--- config.mk ---
export PLATFORM = sky130hd
export DESIGN_NAME = mmio_uart_tx
export DESIGN_NICKNAME = d
export VERILOG_FILES = /design/src/rtl/mmio_uart_tx_pkg.sv /design/src/rtl/mmio_uart_tx_sync_fifo.sv /design/src/rtl/mmio_uart_tx.sv
export SDC_FILE = /design/constraint.sdc
export NUM_CORES = 1
export LEC_CHECK = 0
export ABC_CLOCK_PERIOD_IN_PS = 5700
export CAP_MARGIN = 20
export CORE_UTILIZATION = 55
export DETAILED_ROUTE_END_ITERATION = 6
export DONT_BUFFER_PORTS = 1
export PLACE_DENSITY = 0.7
export REMOVE_ABC_BUFFERS = 1
export SKIP_LAST_GASP = 1
export SYNTH_ARGS = -nofsm -noshare
export SYNTH_HDL_FRONTEND = slang
export SYNTH_SLANG_ARGS = --single-unit
--- constraint.sdc ---
create_clock -name clk -period 5.7 [get_ports clk]
set_input_delay 1.14 -clock clk [delete_from_list [all_inputs] [get_ports clk]]
set_output_delay 1.14 -clock clk [all_outputs]
set_load 0.02 [all_outputs]
--- src/rtl/mmio_uart_tx_pkg.sv ---
// Shared register map, status bit positions and transmitter states for mmio_uart_tx.
// MMIO_UART_TX_PARITY_EN adds the PARITY state.
package uart_mmio_pkg;

  localparam logic [2:0] TXDATA_OFF = 3'h0;
  localparam logic [2:0] STATUS_OFF = 3'h4;

  localparam int unsigned ST_FULL   = 0;
  localparam int unsigned ST_EMPTY  = 1;
  localparam int unsigned ST_BUSY   = 2;
  localparam int unsigned ST_OVF    = 3;
  localparam int unsigned ST_PARITY = 4;

  typedef enum logic [2:0] {
    IDLE,
    START,
    DATA,
`ifdef MMIO_UART_TX_PARITY_EN
    PARITY,
`endif
    STOP
  } tx_state_t;

endpackage

--- src/rtl/mmio_uart_tx_sync_fifo.sv ---
// Single-clock FIFO with extra-MSB pointers; dout shows the head entry combinationally.
module sync_fifo #(
  parameter int unsigned WIDTH = 8,
  parameter int unsigned DEPTH = 16
) (
  input  logic             clk,
  input  logic             reset,
  input  logic             push,
  input  logic             pop,
  input  logic [WIDTH-1:0] din,
  output logic [WIDTH-1:0] dout,
  output logic             full,
  output logic             empty
);

  localparam int unsigned AW = $clog2(DEPTH);

  logic [AW:0]      wr_ptr;
  logic [AW:0]      rd_ptr;
  logic [WIDTH-1:0] mem [DEPTH];
  logic             do_push;
  logic             do_pop;

  assign full    = (wr_ptr[AW] != rd_ptr[AW]) && (wr_ptr[AW-1:0] == rd_ptr[AW-1:0]);
  assign empty   = (wr_ptr == rd_ptr);
  // A pop in the same cycle frees the slot, so a push on full is still accepted.
  assign do_push = push && (!full || pop);
  assign do_pop  = pop && !empty;
  assign dout    = mem[rd_ptr[AW-1:0]];

  always_ff @(posedge clk or posedge reset) begin
    if (reset) begin
      wr_ptr <= '0;
      rd_ptr <= '0;
    end else begin
      if (do_push) wr_ptr <= wr_ptr + (AW+1)'(1);
      if (do_pop)  rd_ptr <= rd_ptr + (AW+1)'(1);
    end
  end

  always_ff @(posedge clk) begin
    if (do_push) mem[wr_ptr[AW-1:0]] <= din;
  end

endmodule

--- src/rtl/mmio_uart_tx.sv ---
// Memory-mapped UART transmitter: CPU stores feed a byte FIFO drained as 8N1 frames on tx.
// Define MMIO_UART_TX_PARITY_EN for an even-parity bit (11-bit frames).
module mmio_uart_tx
  import uart_mmio_pkg::*;
#(
  parameter logic [31:0] BASE_ADDR    = 32'h0000_1000,
  parameter int unsigned CLKS_PER_BIT = 868,
  parameter int unsigned FIFO_DEPTH   = 16
) (
  input  logic        clk,
  input  logic        reset,
  input  logic [31:0] value_from_alu,
  input  logic [31:0] data_to_write,
  input  logic        writting_to_mem,
  output logic [31:0] read_data,
  output logic        tx
);

  localparam int unsigned CNT_W = $clog2(CLKS_PER_BIT);
  localparam logic [CNT_W-1:0] LAST_CNT = CNT_W'(CLKS_PER_BIT - 1);

  tx_state_t        state, state_n;
  logic [CNT_W-1:0] baud_cnt, baud_cnt_n;
  logic [2:0]       bit_idx, bit_idx_n;
  logic [7:0]       shreg, shreg_n;
  logic             tx_n;
  logic             overflow, overflow_n;

  logic       hit;
  logic [2:0] off;
  logic       push_req;
  logic       ovf_clr;
  logic       pop;
  logic [7:0] fifo_dout;
  logic       full;
  logic       empty;
  logic       bit_done;
  logic [31:0] status;
  logic       unused_bits;

  // Address decode; the low two address bits are don't-care.
  assign hit      = (value_from_alu[31:3] == BASE_ADDR[31:3]);
  assign off      = {value_from_alu[2], 2'b00};
  assign push_req = writting_to_mem && hit && (off == TXDATA_OFF);
  assign ovf_clr  = writting_to_mem && hit && (off == STATUS_OFF) && data_to_write[3];
  assign unused_bits = ^{value_from_alu[1:0], data_to_write[31:8]};

  sync_fifo #(.WIDTH(8), .DEPTH(FIFO_DEPTH)) u_fifo (
    .clk   (clk),
    .reset (reset),
    .push  (push_req),
    .pop   (pop),
    .din   (data_to_write[7:0]),
    .dout  (fifo_dout),
    .full  (full),
    .empty (empty)
  );

  always_comb begin
    status            = '0;
    status[ST_FULL]   = full;
    status[ST_EMPTY]  = empty;
    status[ST_BUSY]   = (state != IDLE);
    status[ST_OVF]    = overflow;
`ifdef MMIO_UART_TX_PARITY_EN
    status[ST_PARITY] = 1'b1;
`endif
  end

  assign read_data = (hit && (off == STATUS_OFF)) ? status : '0;
  assign bit_done  = (baud_cnt == LAST_CNT);

  always_ff @(posedge clk or posedge reset) begin
    if (reset) begin
      state    <= IDLE;
      baud_cnt <= '0;
      bit_idx  <= '0;
      shreg    <= '0;
      tx       <= 1'b1;
      overflow <= 1'b0;
    end else begin
      state    <= state_n;
      baud_cnt <= baud_cnt_n;
      bit_idx  <= bit_idx_n;
      shreg    <= shreg_n;
      tx       <= tx_n;
      overflow <= overflow_n;
    end
  end

  // Next state; tx is registered from the current state, so the line lags the FSM by one cycle.
  always_comb begin
    state_n    = state;
    baud_cnt_n = bit_done ? '0 : baud_cnt + CNT_W'(1);
    bit_idx_n  = bit_idx;
    shreg_n    = shreg;
    pop        = 1'b0;
    tx_n       = 1'b1;
    overflow_n = overflow;

    if (ovf_clr) begin
      overflow_n = 1'b0;
    end else if (push_req && full && !pop) begin
      overflow_n = 1'b1;
    end

    case (state)
      IDLE: begin
        tx_n       = 1'b1;
        baud_cnt_n = '0;
        if (!empty) begin
          pop       = 1'b1;
          shreg_n   = fifo_dout;
          bit_idx_n = '0;
          state_n   = START;
        end
      end
      START: begin
        tx_n = 1'b0;
        if (bit_done) state_n = DATA;
      end
      DATA: begin
        tx_n = shreg[bit_idx];
        if (bit_done) begin
          if (bit_idx == 3'd7) begin
`ifdef MMIO_UART_TX_PARITY_EN
            state_n = PARITY;
`else
            state_n = STOP;
`endif
          end else begin
            bit_idx_n = bit_idx + 3'd1;
          end
        end
      end
`ifdef MMIO_UART_TX_PARITY_EN
      PARITY: begin
        tx_n = ^shreg;
        if (bit_done) state_n = STOP;
      end
`endif
      STOP: begin
        tx_n = 1'b1;
        if (bit_done) begin
          if (!empty) begin
            pop       = 1'b1;
            shreg_n   = fifo_dout;
            bit_idx_n = '0;
            state_n   = START;
          end else begin
            state_n = IDLE;
          end
        end
      end
      default: state_n = IDLE;
    endcase

    // Overflow depends on pop, so re-evaluate once pop is known.
    if (!ovf_clr && push_req && full && pop) overflow_n = overflow;
  end

endmodule

# --- Word-level counts from Yosys, hierarchy flattened ---
# Memories as Yosys holds them, arrays and structs flattened.
# Cells that the tools add are included.
totals:
  regBits: 36
  ramBits: 128
  output_inout_bits: 33
  wordCells: 84
  memories: 1
op_classes:
  addsub: 4
  n_lt_le_gt_ge: 1
  n_eq_ne: 15
  muxes: 28
  bitwise_logic: 1
  reduce_logical: 26
memory_table:
  columns: ["memory", "words", "word_bits", "rd", "rd_ports_with_merged_regs", "write_ports", "line", "rtl"]
  rows:
  - ["u_fifo.mem", 16, 8, 1, 0, 1, "mmio_uart_tx_sync_fifo.sv:20", "logic [WIDTH-1:0] mem [DEPTH];"]
op_table:
  columns: ["op", "count"]
  rows:
  - ["== test 29 x 10 -> 1 bit (second input constant)", 1]
  - ["two-way mux 3 bit", 9]
  - ["two-way mux 10 bit", 2]
  - ["two-way mux 8 bit", 2]
  - ["case mux 8 bit (2 select lines)", 1]
  - ["logical AND 1 bit", 12]
  - ["inequality test 2 bit (second input constant)", 6]
  - ["case mux 3 bit (4 select lines)", 1]
  - ["adder 10 x 1 -> 10 bit (second input constant)", 1]
  - ["adder 5 x 1 -> 5 bit (second input constant)", 2]
  - ["== test 10 bit (second input constant)", 1]
  - ["case mux 3 bit (3 select lines)", 1]
  - ["two-way mux 1 bit", 8]
  - ["== test 3 x 2 -> 1 bit (second input constant)", 2]
  - ["logical NOT 3 bit", 2]
  - ["nonzero test 3 bit", 2]
  - ["== test 5 bit", 1]
  - ["AND reduction 5 bit", 1]
  - ["== test 4 bit", 1]
  - ["< comparator 3 x 4 -> 1 bit (second input constant)", 1]
  - ["two-way mux 4 bit", 1]
  - ["case mux 1 bit (2 select lines)", 2]
  - ["AND reduction 2 bit", 2]
  - ["AND reduction 4 bit", 1]
  - ["9 further kinds", 12]

# --- Longest topological paths before layout ---
depth:
  word_depth: 10
  ltp_mapped: 8

# --- By module ---
# From an unflattened synthesis, not the netlist that was laid out.
hier_totals:
  hier_cells: 447
  area_unflattened_um2: 7241.9
modules_own_cells:
  columns: ["module", "n_inst", "cells_per_inst", "area_each_um2", "seq_area_each_um2"]
  rows:
  - ["sync_fifo", 1, 280, 5521.5, 4093.9]
  - ["mmio_uart_tx", 1, 167, 1720.4, 626.9]

# --- Least setup slack after synthesis ---
# Ideal clock, no wire load.
synth_path:
  path_type: "input -> output"
  start: "in value_from_alu[14]"
  end: "out read_data[0]"
  arrival_ns: 2.172
  required_time_ns: 4.560
  path_slack_ns: 2.388
  cell_stages: 5
  n_path_buf: 0
  path_cell_list: "nor4b_1 > nand2_1 > nor3_1 > nand2_1 > nor2_1"
synth_via:
  elab_chain_len: 3
synth_rtl:
  columns: ["item", "line", "rtl"]
  rows:
  - ["from (decl)", "mmio_uart_tx.sv:12", "input logic [31:0] value_from_alu,"]
  - ["== test 29 x 10 -> 1 bit", "mmio_uart_tx.sv:42", "assign hit = (value_from_alu[31:3] == BASE_ADDR[31:3]);"]
  - ["logical AND 1 bit", "mmio_uart_tx.sv:70", "assign read_data = (hit && (off == STATUS_OFF)) ? status : '0;"]
  - ["two-way mux 4 bit", "mmio_uart_tx.sv:70", null]
  - ["to (decl)", "mmio_uart_tx.sv:15", "output logic [31:0] read_data,"]
# No other way between the ends.

# --- Worst setup path in the final report ---
layout_path:
  start: "reg u_fifo.rd_ptr[0]"
  end: "out read_data[1]"
layout_via:
  elab_chain_len: 2
layout_rtl:
  columns: ["item", "line", "rtl"]
  rows:
  - ["from (decl)", "mmio_uart_tx_sync_fifo.sv:19", "logic [AW:0] rd_ptr;"]
  - ["from (signal assigned)", "mmio_uart_tx_sync_fifo.sv:37", "if (do_pop) rd_ptr <= rd_ptr + (AW+1)'(1);"]
  - ["== test 5 bit", "mmio_uart_tx_sync_fifo.sv:25", "assign empty = (wr_ptr == rd_ptr);"]
  - ["two-way mux 4 bit", "mmio_uart_tx.sv:70", null]
# No other way between the ends.

==> impl_table.tex <==
\begin{tabular}{lr}
\hline
Metric & Value \\
\hline
\multicolumn{2}{l}{\textbf{Detailed routing}} \\
WL met3 & 570 um \\
Total vias in the final route & 3540 \\
Post-detailed-routing wire length & 12600 um \\
Length of the first detailed-routing pass in iterations & 4 \\
Residual antenna-violating net count after detailed routing & 0 \\
Routed metal-1 wire length & between 5000 and 6000 um \\
Routed len/inst & 20.4 um \\
DRC & 0 \\
Via density per instance & 5.74 \\
DRC marker count from the first detailed-route iteration & around 230 \\
Top layer used by detailed routing & met4 \\
Met2 WL & 6460 um \\
\multicolumn{2}{l}{\textbf{Finish}} \\
Growth of design area from synthesis to finish & 8.38\% \\
Net count of the finished layout & around 510 \\
Diodes inserted & 0 \\
Proportion of layout cells with a drive suffix above 1 & between 10\% and 20\% \\
Post-route non-filler standard cell count & approximately 600 \\
Layout Cell Area excl Fill & about 8000 sq um \\
Core utilization of the finished layout & 61.4\% \\
\multicolumn{2}{l}{\textbf{Place}} \\
Placer Congestion & around 0.76 \\
\# port buffers & 0 \\
Post-Place Cell Area & 7200 sq um \\
Placed insts & just under 600 \\
Total half-perimeter wirelength after legalization and detailed placement & roughly 8100 um \\
\multicolumn{2}{l}{\textbf{Setup path}} \\
Critical Path Sink Type & output pin \\
Worst setup SP type & register \\
Register-to-register setup slack & about 2600 ps \\
Required @ worst endpoint & 4560 ps \\
Arrival time worst endpoint & about 2700 ps \\
Critical path peak fanout & 36 \\
Worst Setup Path Type & reg2out \\
\multicolumn{2}{l}{\textbf{Clock tree}} \\
Resized cells post-CTS & 0 \\
Number of hold buffers added after cts & 0 \\
Clock tree from TritonCTS & built \\
Maximum buffer depth of the clock tree & 2 \\
Cts bufs inserted & 17 \\
Clock-pin transition on the worst setup and hold timing paths & 60 ps \\
Number of levels in the clock H-tree & 4 \\
Count of buffers added by post-CTS timing repair for setup & 0 \\
Clock root buffer & sky130\_fd\_sc\_hd\_\_clkbuf\_16 \\
Skew-Pair Late Insertion Delay & 420 ps \\
Num Clock Sinks & roughly 160 \\
\multicolumn{2}{l}{\textbf{STA}} \\
Worst max-slew margin expressed relative to the limit & between 40\% and 50\% \\
Min Tclk post-route & around 3800 ps \\
Worst clock skew on the final layout & between 10 and 15 ps \\
Final Slew Violations & 0 \\
Final Hold Violating Endpoints & 0 \\
Worst-margin pin slew & between 800 and 900 ps \\
Share of the clock period used by the worst path after layout & between 60\% and 70\% \\
Final setup violation count & 0 \\
Final setup TNS & 0 ps \\
RSZ-0062 raised after global routing & no \\
Peak Freq & 0.263 GHz \\
\multicolumn{2}{l}{\textbf{Floorplanning}} \\
Placeable Area & 12700 sq um \\
Initial core utilization & 56.7\% \\
I/O pin count & 100 \\
Die extent in x & 116 um \\
Die Footprint & about 14000 sq um \\
Die height & 116 um \\
Cell row count & 41 \\
\multicolumn{2}{l}{\textbf{GRT}} \\
Initial antenna violation count & 0 \\
Wire length of the first global-routing pass & 19700 um \\
Overall global routing resource usage & between 20\% and 30\% \\
Overflow left after global routing & 0 \\
Maximum number of pins on one net before global-route repair & 37 \\
Vias in the first global route & 3527 \\
\multicolumn{2}{l}{\textbf{Flow run}} \\
Max cap viols & 0 \\
\multicolumn{2}{l}{\textbf{Logic synthesis}} \\
Most instantiated cells after synthesis & sky130\_fd\_sc\_hd\_\_edfxtp\_1 (128), sky130\_fd\_sc\_hd\_\_dfrtp\_1 (34), sky130\_fd\_sc\_hd\_\_mux4\_2 (34), sky130\_fd\_sc\_hd\_\_buf\_4 (28), sky130\_fd\_sc\_hd\_\_and3\_1 (19) \\
Number of synthesized register bits & 163 \\
Count of different cell masters after synthesis & 51 \\
Yosys Warn Count & 0 \\
Fraction of the mapped netlist area in compound gates & 3.61\% \\
Adder and majority gate portion of the synthesized area & 2.09\% \\
Mean cell area of the mapped netlist & 16.7 sq um \\
Dominant cells by area after synthesis & sky130\_fd\_sc\_hd\_\_edfxtp\_1 (54\%), sky130\_fd\_sc\_hd\_\_dfrtp\_1 (12\%), sky130\_fd\_sc\_hd\_\_mux4\_2 (11\%) \\
Most common flop cell mapped by yosys & sky130\_fd\_sc\_hd\_\_edfxtp\_1 \\
Cell accounting for the most synthesized area & sky130\_fd\_sc\_hd\_\_edfxtp\_1 \\
Mux share of post-synthesis cell area & 12.9\% \\
Post-Syn Area & 7180 sq um \\
Post-synthesis share of cell area spent on and, or, nand and nor gates & 7.89\% \\
Most instantiated library cell after synthesis & sky130\_fd\_sc\_hd\_\_edfxtp\_1 \\
Largest family of logic cells by synthesized area & multiplexers \\
Proportion of synthesized flip-flops having asynchronous set or reset & between 20\% and 30\% \\
Sequential area share after synthesis & 65.8\% \\
Post-Synthesis Cells & 430 \\
Fraction of post-synthesis cell area in the top cell type by area & $\sim$54\% \\
Number of enable flip-flop cells after synthesis & 128 \\
Synthesized-area fraction occupied by xor and xnor cells & 2.68\% \\
\multicolumn{2}{l}{\textbf{Pwr}} \\
Leakage power total & between 2 and 3 nW \\
Maximum ir drop on the vdd rail & 299 uV \\
Power per unit of standard cell area & 311 nW/um\^{}2 \\
\multicolumn{2}{l}{\textbf{Run status}} \\
Status & finished, final reports clean \\
\multicolumn{2}{l}{\textbf{Worst hold path}} \\
Hold Crit Class & reg2reg \\
\hline
\end{tabular}
[through the flow]
step                      power [mW]  hold slack, ps  setup WS (ps)
after floorplan                 1.33             455           1870
after global placement          1.33             476           2160
after detailed placement        1.33             477           2140
after CTS                       2.44             485           1810
after global routing            2.49             506           1690
final                           2.42             485           1900
[layout make-up]
type	count	area [sq um]
multi-input combinational	238	2200
clock buffer	18	429
tap	172	215
inverter	9	33.8
timing repair buffer	4	30.0
clock inverter	13	149
sequential	163	4720
fill	946	4890
[layer usage]
metal	vias to the layer above	track usage (%)
li1	1615	-
met1	1834	27.9
met2	79	33.2
met3	12	5.55
met4	0	6.67
met5	-	0
[sequential cells by signal (all words and copies together) (netlist names)]
register,count
baud_cnt,10
u_fifo.mem,128
state,2
tx,1
u_fifo.rd_ptr,5
bit_idx,3
overflow,1
shreg,8
u_fifo.wr_ptr,5
[power by group]
| part | leakage [nW] | switching (mW) | internal, mW |
|---|---|---|---|
| Combinational | 0.948 | 0.0218 | 0.00172 |
| Sequential | 1.59 | 0.00000000211 | 1.28 |
| Clock | 0.279 | 0.464 | 0.650 |
| Total | 2.81 | 0.486 | 1.94 |
[final timing paths]
path	startpoint	cells past startpoint	end
hold / removal	baud_cnt[0]	1	baud_cnt[0]
min in group asynchronous	reset	2	u_fifo.wr_ptr[3]
hold reg to reg	baud_cnt[0]	1	baud_cnt[0]
setup reg to reg	state[0]	7	u_fifo.mem[7][0]
setup / recovery	u_fifo.rd_ptr[0]	5	read_data[1]
max in group asynchronous	reset	2	tx
[worst max-delay path, stage by stage (launching register included)]
cell	delay (ps)
sky130_fd_sc_hd__dfrtp_2	340
sky130_fd_sc_hd__buf_4	550
sky130_fd_sc_hd__xor2_1	210
sky130_fd_sc_hd__nor4_4	540
sky130_fd_sc_hd__and2_1	280
sky130_fd_sc_hd__and3_1	300
[layout by cell type (no fill, tap or decap), drive strengths merged, types with 7 or more instances in the layout]
master	synthesis	routed
a22oi	17	17
and3	19	19
clkbuf	6	18
conb	1	28
dfrtp	34	34
edfxtp	128	128
ha	12	12
inv	9	14
mux2	10	10
mux4	34	34
nand2	17	17
nand3	9	9
nor2	15	15
nor2b	7	7
nor4	8	8
xnor2	13	13
xor2	9	9
[kinds of logic after synthesis]
| kind of cell | count (synthesis) |
|---|---|
| muxes | 46 |
| other | 1 |
| buffers and inverters | 56 |
| and+or+nand+nor | 97 |
| xor gates and xnor gates | 22 |
| adders and majority gates | 12 |
| AOI/OAI and AO/OA | 33 |
| DFF | 163 |
No activity file was read; power rests on OpenSTA's default activity.
